==> config.mk <==
export PLATFORM = sky130hd
export DESIGN_NAME = tone_player_flat
export DESIGN_NICKNAME = d
export VERILOG_FILES = /design/src/rtl/tone_player_if.sv /design/src/rtl/tone_player.sv /design/src/flat_wrapper.sv
export SDC_FILE = /design/constraint.sdc
export NUM_CORES = 1
export LEC_CHECK = 0
export CORE_ASPECT_RATIO = 1.5
export CORE_MARGIN = 1.5
export CORE_UTILIZATION = 31
export CTS_CLUSTER_SIZE = 14
export DETAILED_ROUTE_END_ITERATION = 10
export GPL_ROUTABILITY_DRIVEN = 0
export GPL_TIMING_DRIVEN = 0
export HOLD_SLACK_MARGIN = 0.05
export RECOVER_POWER = 50
export REMOVE_ABC_BUFFERS = 1
export SETUP_SLACK_MARGIN = 0.05
export SYNTH_ARGS = -nofsm -noshare
export SYNTH_HDL_FRONTEND = slang
export SYNTH_SLANG_ARGS = --single-unit
export TNS_END_PERCENT = 100
==> constraint.sdc <==
create_clock -name clk -period 3.9 [get_ports clk]
set_clock_uncertainty 0.1 [all_clocks]
set_input_delay 0.78 -clock clk [delete_from_list [all_inputs] [get_ports clk]]
set_output_delay 0.78 -clock clk [all_outputs]
set_load 0.02 [all_outputs]
==> src/rtl/tone_player_if.sv <==
// Command channel of the tone engine: one note request (half-period, duration)
// moved with a valid/ready handshake from the melody sequencer to the player.
interface tone_player_if #(
    parameter int DIV_W = 20,
    parameter int DUR_W = 12
) ();

    logic             cmd_valid;
    logic             cmd_ready;
    logic [DIV_W-1:0] cmd_half_period;
    logic [DUR_W-1:0] cmd_duration;

    modport master (
        output cmd_valid,
        output cmd_half_period,
        output cmd_duration,
        input  cmd_ready
    );

    modport slave (
        input  cmd_valid,
        input  cmd_half_period,
        input  cmd_duration,
        output cmd_ready
    );

endinterface : tone_player_if

==> src/rtl/tone_player.sv <==
// Programmable buzzer tone engine: plays one square-wave note (or rest) per
// command for a number of ticks, then a fixed silent gap; abortable via stop.
module tone_player #(
    parameter int TICK_CYC  = 50000,
    parameter int DIV_W     = 20,
    parameter int DUR_W     = 12,
    parameter int GAP_TICKS = 20
) (
    input  logic         clk,
    input  logic         rst,
    tone_player_if.slave cmd,
    input  logic         stop,
    output logic         bz,
    output logic         led,
    output logic         busy,
    output logic         done
);

    localparam int PRE_W = (TICK_CYC > 1) ? $clog2(TICK_CYC) : 1;
    localparam int GAP_W = (GAP_TICKS > 0) ? $clog2(GAP_TICKS + 1) : 1;

    localparam logic [PRE_W-1:0] PRE_LAST = PRE_W'(TICK_CYC - 1);
    localparam logic [GAP_W-1:0] GAP_INIT = GAP_W'(GAP_TICKS);
    localparam bit               HAS_GAP  = (GAP_TICKS != 0);

    typedef enum logic [1:0] {
        S_IDLE = 2'd0,
        S_PLAY = 2'd1,
        S_GAP  = 2'd2
    } state_e;

    state_e           state_q;
    logic [DIV_W-1:0] hp_q;
    logic [DIV_W-1:0] tone_q;
    logic [PRE_W-1:0] presc_q;
    logic [DUR_W-1:0] dur_q;
    logic [GAP_W-1:0] gap_q;
    logic             bz_q;
    logic             led_q;
    logic             busy_q;
    logic             done_q;

    logic tick;
    logic tone_wrap;

    assign tick      = (presc_q == PRE_LAST);
    assign tone_wrap = (tone_q == hp_q - DIV_W'(1));

    // NOTE: all state uses non-blocking assignments; where a register is
    // assigned twice in one branch (tone toggle, then end-of-note clear),
    // the later assignment deliberately wins.
    always_ff @(posedge clk or posedge rst) begin
        if (rst) begin
            state_q <= S_IDLE;
            hp_q    <= '0;
            tone_q  <= '0;
            presc_q <= '0;
            dur_q   <= '0;
            gap_q   <= '0;
            bz_q    <= 1'b0;
            led_q   <= 1'b0;
            busy_q  <= 1'b0;
            done_q  <= 1'b0;
        end else begin
            done_q <= 1'b0;

            if (stop && state_q != S_IDLE) begin
                // Abort outranks any tick or tone event in the same cycle.
                state_q <= S_IDLE;
                tone_q  <= '0;
                presc_q <= '0;
                bz_q    <= 1'b0;
                led_q   <= 1'b0;
                busy_q  <= 1'b0;
                done_q  <= 1'b1;
            end else begin
                case (state_q)
                    S_IDLE: begin
                        if (cmd.cmd_valid) begin
                            hp_q    <= cmd.cmd_half_period;
                            tone_q  <= '0;
                            presc_q <= '0;
                            bz_q    <= 1'b0;
                            if (cmd.cmd_duration != '0) begin
                                state_q <= S_PLAY;
                                dur_q   <= cmd.cmd_duration;
                                led_q   <= (cmd.cmd_half_period != '0);
                                busy_q  <= 1'b1;
                            end else if (HAS_GAP) begin
                                state_q <= S_GAP;
                                gap_q   <= GAP_INIT;
                                busy_q  <= 1'b1;
                            end else begin
                                done_q  <= 1'b1;
                            end
                        end
                    end

                    S_PLAY: begin
                        presc_q <= tick ? '0 : presc_q + PRE_W'(1);

                        if (hp_q != '0) begin
                            if (tone_wrap) begin
                                bz_q   <= ~bz_q;
                                tone_q <= '0;
                            end else begin
                                tone_q <= tone_q + DIV_W'(1);
                            end
                        end

                        if (tick) begin
                            dur_q <= dur_q - DUR_W'(1);
                            if (dur_q == DUR_W'(1)) begin
                                bz_q   <= 1'b0;
                                led_q  <= 1'b0;
                                tone_q <= '0;
                                if (HAS_GAP) begin
                                    state_q <= S_GAP;
                                    gap_q   <= GAP_INIT;
                                end else begin
                                    state_q <= S_IDLE;
                                    busy_q  <= 1'b0;
                                    done_q  <= 1'b1;
                                end
                            end
                        end
                    end

                    S_GAP: begin
                        presc_q <= tick ? '0 : presc_q + PRE_W'(1);
                        if (tick) begin
                            gap_q <= gap_q - GAP_W'(1);
                            if (gap_q == GAP_W'(1)) begin
                                state_q <= S_IDLE;
                                busy_q  <= 1'b0;
                                done_q  <= 1'b1;
                            end
                        end
                    end

                    default: begin
                        state_q <= S_IDLE;
                        busy_q  <= 1'b0;
                        bz_q    <= 1'b0;
                        led_q   <= 1'b0;
                    end
                endcase
            end
        end
    end

    assign cmd.cmd_ready = (state_q == S_IDLE);
    assign bz            = bz_q;
    assign led           = led_q;
    assign busy          = busy_q;
    assign done          = done_q;

endmodule : tone_player

==> src/flat_wrapper.sv <==
// flat-port wrapper written by rule: the top's interface ports become plain ports
module tone_player_flat 
#(
    parameter int TICK_CYC  = 50000,
    parameter int DIV_W     = 20,
    parameter int DUR_W     = 12,
    parameter int GAP_TICKS = 20
)
  (clk, rst, stop, bz, led, busy, done, cmd_cmd_valid, cmd_cmd_half_period, cmd_cmd_duration, cmd_cmd_ready);
  tone_player_if #(.DIV_W(DIV_W), .DUR_W(DUR_W)) cmd_i ();
  input  logic clk;
  input  logic rst;
  input  logic stop;
  output logic bz;
  output logic led;
  output logic busy;
  output logic done;
  input wire logic [$bits(cmd_i.cmd_valid)-1:0] cmd_cmd_valid;
  input wire logic [$bits(cmd_i.cmd_half_period)-1:0] cmd_cmd_half_period;
  input wire logic [$bits(cmd_i.cmd_duration)-1:0] cmd_cmd_duration;
  output wire logic [$bits(cmd_i.cmd_ready)-1:0] cmd_cmd_ready;
  assign cmd_i.cmd_valid = cmd_cmd_valid;
  assign cmd_i.cmd_half_period = cmd_cmd_half_period;
  assign cmd_i.cmd_duration = cmd_cmd_duration;
  assign cmd_cmd_ready = cmd_i.cmd_ready;
  tone_player #(.TICK_CYC(TICK_CYC), .DIV_W(DIV_W), .DUR_W(DUR_W), .GAP_TICKS(GAP_TICKS)) u_core (.clk(clk), .rst(rst), .cmd(cmd_i), .stop(stop), .bz(bz), .led(led), .busy(busy), .done(done));
endmodule
==> results.cfg, run 1 <==
[run_status]
status = completed

[routing]
wirelength_mm = 11.7
drt_pre_antenna_iters = 4
wire_per_inst_um = 14.9
vias_per_cell = 5.34
num_vias = 4209
ant_nets = 0
drtIter0Drc = 165
drcViolationCount = 0

[power]
p_total_mw = 3.80
peakVddDrop_v = 0.000369
leakagePower_nw = 2.27
p_per_area_nw_per_um2 = 659

[timing]
min_period_ns = 3.53
hold_ws_ns = 0.394
hold_violations = 0
grt_setup_unrepaired = false
max_freq_ghz = 0.284
drv_slew = 0
slew-limit-headroom_pct = 7.53
finalSetupViolCount = 0
period_share_pct = 90.4
setup_ws_ns = 0.374
worst_slew_pin_slew_ns = 1.38

[yosys]
syn_area_per_cell_um2 = 8.86
synth.distinct_cells = 60
ys_warn_count = 0
yosysSeqAreaShare_pct = 40.7
synth_area_um2 = 4850
ys.flop_type = dfrtp_1
synth-async-reset-ratio_pct = 100
synth_edf_count = 0
synth_seq_cells = 79
netlist_instances = 548

[finish]
seq_area_um2 = 1980
final_core_utilization_pct = 37.9
multi_input_area_um2 = 2730
num_antenna_cells = 0
final_cell_mix = 79 x dfrtp_1, 62 x nand2_1, 47 x nor2_1, 42 x o21ai_0, 38 x clkdlybuf4s50_1
final_common_cell = dfrtp_1
num-nets-final = 631
drive_gt1_share_pct = 9.00
nFillCells = 1519
syn_to_final_growth_pct = 18.6
stdcell_count = 788

[clock_network]
cts_made_buffers = 9
clkLatencyLatePin_ns = 0.35
cts_tree = built
cts_root_buf = clkbuf_16
cts_sinks = 79
cts_setup_buffers = 0
htree_num_levels = 3
path_clk_slew_ns = 0.06
clock_path_buffers = 2

[setup_path]
end_kind = flop
crit_required_ns = 4.03
crit_arrival_ns = 3.66
cp-start-kind = flop
r2r_cells = 7
path_max_fanout = 25
crit_type = reg -> reg

[floorplan]
fp.dieH_um = 156
core_um2 = 15200
start_util_pct = 31.9
fp.dieW_um = 105
fp.dieArea_um2 = 16400
rows = 55
num_io_pins = 41

[place]
pre_cts_slack_ns = -0.0560
dp.cells = 772
post-dp-hpwl_mm = 8.82
io_buffers = 40

[global_route]
grt-ovfl-total = 0
grt_first_pass_wirelength_mm = 20.2
grt_max_degree = 51
antenna_found_initial = 0
track_usage_pct = 15.2
grt_pass1_vias = 4234

[min_path]
holdPathStages = 1
hold_class = reg -> reg

[run]
maxCapViolations = 0
stage by stage:
| step | cell area [um2] | setup TNS, ns |
|---|---|---|
| CTS | 5770 | 0 |
| global route | 5760 | 0 |
| floorplan | 4780 | 0 |
| finish | 5760 | 0 |
| detailed placement | 5470 | -0.110 |
| global placement | 5430 | -29.83 |
state kept, by name, summed over array words and instances, names as in the netlist:
signal	cells
u_core.hp_q	20
u_core.tone_q	20
u_core.presc_q	16
u_core.dur_q	12
u_core.gap_q	5
u_core.state_q	2
u_core.busy	1
u_core.bz	1
u_core.done	1
u_core.led	1
cells by family (layout without fill, tap and decap cells):
| family | count (synthesis) | count (layout) | share of synthesized area, % |
|---|---|---|---|
| simple gates | 230 | 230 | 24.1 |
| compound gates | 127 | 127 | 16.7 |
| flops | 79 | 79 | 40.7 |
| xor+xnor | 39 | 39 | 7.04 |
| buf+inv | 39 | 80 | 3.27 |
| mux | 23 | 23 | 5.31 |
| fa+ha+maj | 11 | 11 | 2.84 |
report_power, final:
| group | total, mW | internal, mW | switching (mW) | leakage, nW |
|---|---|---|---|---|
| registers | 1.35 | 1.05 | 0.309 | 1.01 |
| clock network | 0.874 | 0.516 | 0.358 | 0.149 |
| logic | 1.57 | 0.656 | 0.910 | 1.11 |
| total | 3.80 | 2.22 | 1.58 | 2.27 |
cells in the mapped netlist, types with 9 or more instances:
library cell	count	area (um2)
dfrtp_1	79	1980
nand2_1	62	233
nor2_1	47	176
o21ai_0	42	210
a21oi_1	30	150
nor3_1	24	120
nand3_1	23	115
inv_1	22	82.6
mux2_2	22	248
xnor2_1	21	184
xor2_1	18	158
and3_1	13	81.3
clkbuf_1	13	48.8
nor4_1	13	81.3
ha_1	11	138
nand4_1	9	56.3
worst max-delay path: stages, from the launching register on:
cell and delay, ns:
dfrtp_1 0.42, inv_1 0.13, ha_1 0.50, nand2_1 0.68, o21ai_0 0.49, a21boi_4 0.59
o21ai_0 0.22, a22o_1 0.27
worst paths after layout:
kind | start | endpoint | slack, ns
worst max-delay path | u_core.state_q[1] | u_core.dur_q[3] | 0.37
worst min-delay path | u_core.gap_q[3] | u_core.gap_q[3] | 0.39
worst max register to register | u_core.state_q[1] | u_core.dur_q[3] | 0.37
worst min register to register | u_core.gap_q[3] | u_core.gap_q[3] | 0.39
max in group asynchronous | rst | u_core.presc_q[10] | 0.80
min in group asynchronous | rst | u_core.hp_q[2] | 1.09
repair_timing:
item                                    CTS  global route
endpoints found under the setup margin    0            11
resized for setup                         0             1
hold buffers                              0             0
final cells by class:
type,count,area share (%)
well taps,199,4.33
clock inverters,6,1.20
clock buffers,10,4.15
inverters,23,1.52
repair buffers,41,7.04
flip-flops and latches,79,34.3
multi-input cells,430,47.4
routing by layer:
metal  routed length (um)  GRT usage [%]  up-vias
li1                     -              -     2051
met1                 4830           17.2     2070
met2                 6300           27.5       64
met3                  325           2.83       24
met4                  293           6.91        0
met5                    0              0        -
Power figures use the tool's default switching activity.
==> run 2: changes to the inputs <==
- CORE_ASPECT_RATIO: 1.5 -> unset
==> run 2 against run 1 <==
  * The run now ends with capacitance limit, slew limit left
  * Die area is essentially flat
  * Combinational power barely moved
  * Utilization grew 0.097 points
  * Global-route usage shrank 0.67 points
  * Register-to-register slack is essentially flat
  * Clock-buffer cell count is 1 higher
  * Critical path depth up 3
  * Design area grew 0.59%
  * First-iteration DRC count is 77% higher
  * Non-clock buffer count unchanged
  * Power increased by 1.7%
  * Critical path type unchanged
  * Largest cell class unchanged
==> results.cfg, run 2 (synthesis results as in run 1) <==
[run_status]
status = complete, but fails checks
violations = capacitance limit, slew limit

[timing]
finalSetupViolCount = 0
worst_slew_pin_slew_ns = 1.75
hold_ws_ns = 0.403
hold_violations = 0
slew-limit-headroom_pct = -16.4
setup_ws_ns = 0.387
min_period_ns = 3.51
grt_setup_unrepaired = false
max_freq_ghz = 0.285
drv_slew = 71
setup_tns_ns = 0
period_share_pct = 90.1

[clock_network]
htree_num_levels = 3
cts_sinks = 79
hold_buffers = 0
cts_made_buffers = 9
clock_path_buffers = 2
ctsResizeCount = 0
path_clk_slew_ns = 0.07
clkLatencyLatePin_ns = 0.35
cts_setup_buffers = 0
cts_tree = built
cts_root_buf = clkbuf_16

[place]
post-dp-hpwl_mm = 8.40
pre_cts_slack_ns = -0.0906
dp.cells = 784
io_buffers = 40

[global_route]
grt_pass1_vias = 4054
antenna_found_initial = 0
track_usage_pct = 14.5
grt_max_degree = 71
grt_first_pass_wirelength_mm = 19.2
grt-ovfl-total = 0

[floorplan]
core_um2 = 15300
fp.dieArea_um2 = 16400
fp.dieW_um = 128
fp.dieH_um = 128
rows = 45
num_io_pins = 41
start_util_pct = 31.8

[power]
leakagePower_nw = 2.28
peakVddDrop_v = 0.000279
p_per_area_nw_per_um2 = 666

[finish]
stdcell_count = 800
final_cell_mix = 79 x dfrtp_1, 61 x nand2_1, 47 x nor2_1, 42 x o21ai_0, 38 x clkdlybuf4s50_1
final_common_cell = dfrtp_1
final_core_utilization_pct = 38.0
num-nets-final = 631
largest_registers = u_core.hp_q: 20 flops, u_core.tone_q: 20 flops, u_core.presc_q: 16 flops
num_antenna_cells = 0
drive_gt1_share_pct = 9.00
syn_to_final_growth_pct = 19.3

[routing]
vias_per_cell = 5.24
num_vias = 4192
drcViolationCount = 0
drt_pre_antenna_iters = 5
ant_nets = 0
wirelength_mm = 11.6
drtIter0Drc = 292
wire_per_inst_um = 14.5

[run]
maxCapViolations = 1

[setup_path]
end_kind = flop
path_max_fanout = 16
cp-startpoint = u_core.hp_q[0]
crit_required_ns = 4.01
cp-start-kind = flop
crit_arrival_ns = 3.63
rr_startpoint = u_core.hp_q[0]
crit_type = reg -> reg

[min_path]
hold_class = reg -> reg
hp-start = u_core.dur_q[7]
==> run 2: cell count changes in the layout (fill, tap and decap cells not counted), sizes merged <==
cell    delta
clkinv     -1
inv        -1
bufinv     +1
clkbuf     +1
==> run 2: metrics by stage <==
step	total power [mW]	area, um2
after floorplan	2.47	4780
final	3.86	5790
after detailed placement	2.93	5480
after global routing	4.13	5790
after CTS	3.87	5800
after global placement	2.87	5450
==> run 2: where the power goes <==
part | total [mW] | switching, mW | internal (mW)
registers | 1.36 | 0.316 | 1.05
clock network | 0.924 | 0.346 | 0.578
logic | 1.57 | 0.918 | 0.655
==> run 2: area by class of cell <==
cell class | instances | area, um2
clock buffers | 11 | 243
clock inverters | 5 | 81.3
fillers | 1545 | 9470
inverters | 23 | 87.6
multi-input cells | 430 | 2730
flip-flops and latches | 79 | 1980
well taps | 211 | 264
repair buffers | 41 | 405
==> run 2: worst max-delay path, cell delays in order (launching register included) <==
cell and delay (ns):
dfrtp_1 0.45, inv_1 0.09, ha_1 0.21, nor3b_1 0.57, nand4_1 0.37, nor3_1 0.29
nor3_1 0.07, a211oi_1 0.36, o2111ai_4 0.26, a21oi_4 0.49, nor2_1 0.11
==> run 2: metal layers <==
metal	track usage [%]	up-vias	wire length (um)	part of all wire (%)
li1	-	2049	-	-
met1	18.3	2037	5360	46
met2	24.6	90	5490	47
met3	3.34	16	557	4.8
met4	4.89	0	212	1.8
met5	0	-	0	0
==> run 2: path summary, 6_finish.rpt <==
kind                                     endpoint  slack (ns)  cells past startpoint
worst max register to register  u_core.tone_q[14]        0.39                     10
worst min register to register    u_core.dur_q[7]        0.40                      1
worst min-delay path              u_core.dur_q[7]        0.40                      1
min in group asynchronous       u_core.presc_q[7]        0.78                      2
worst max-delay path            u_core.tone_q[14]        0.39                     10
max in group asynchronous          u_core.hp_q[2]        0.92                      3
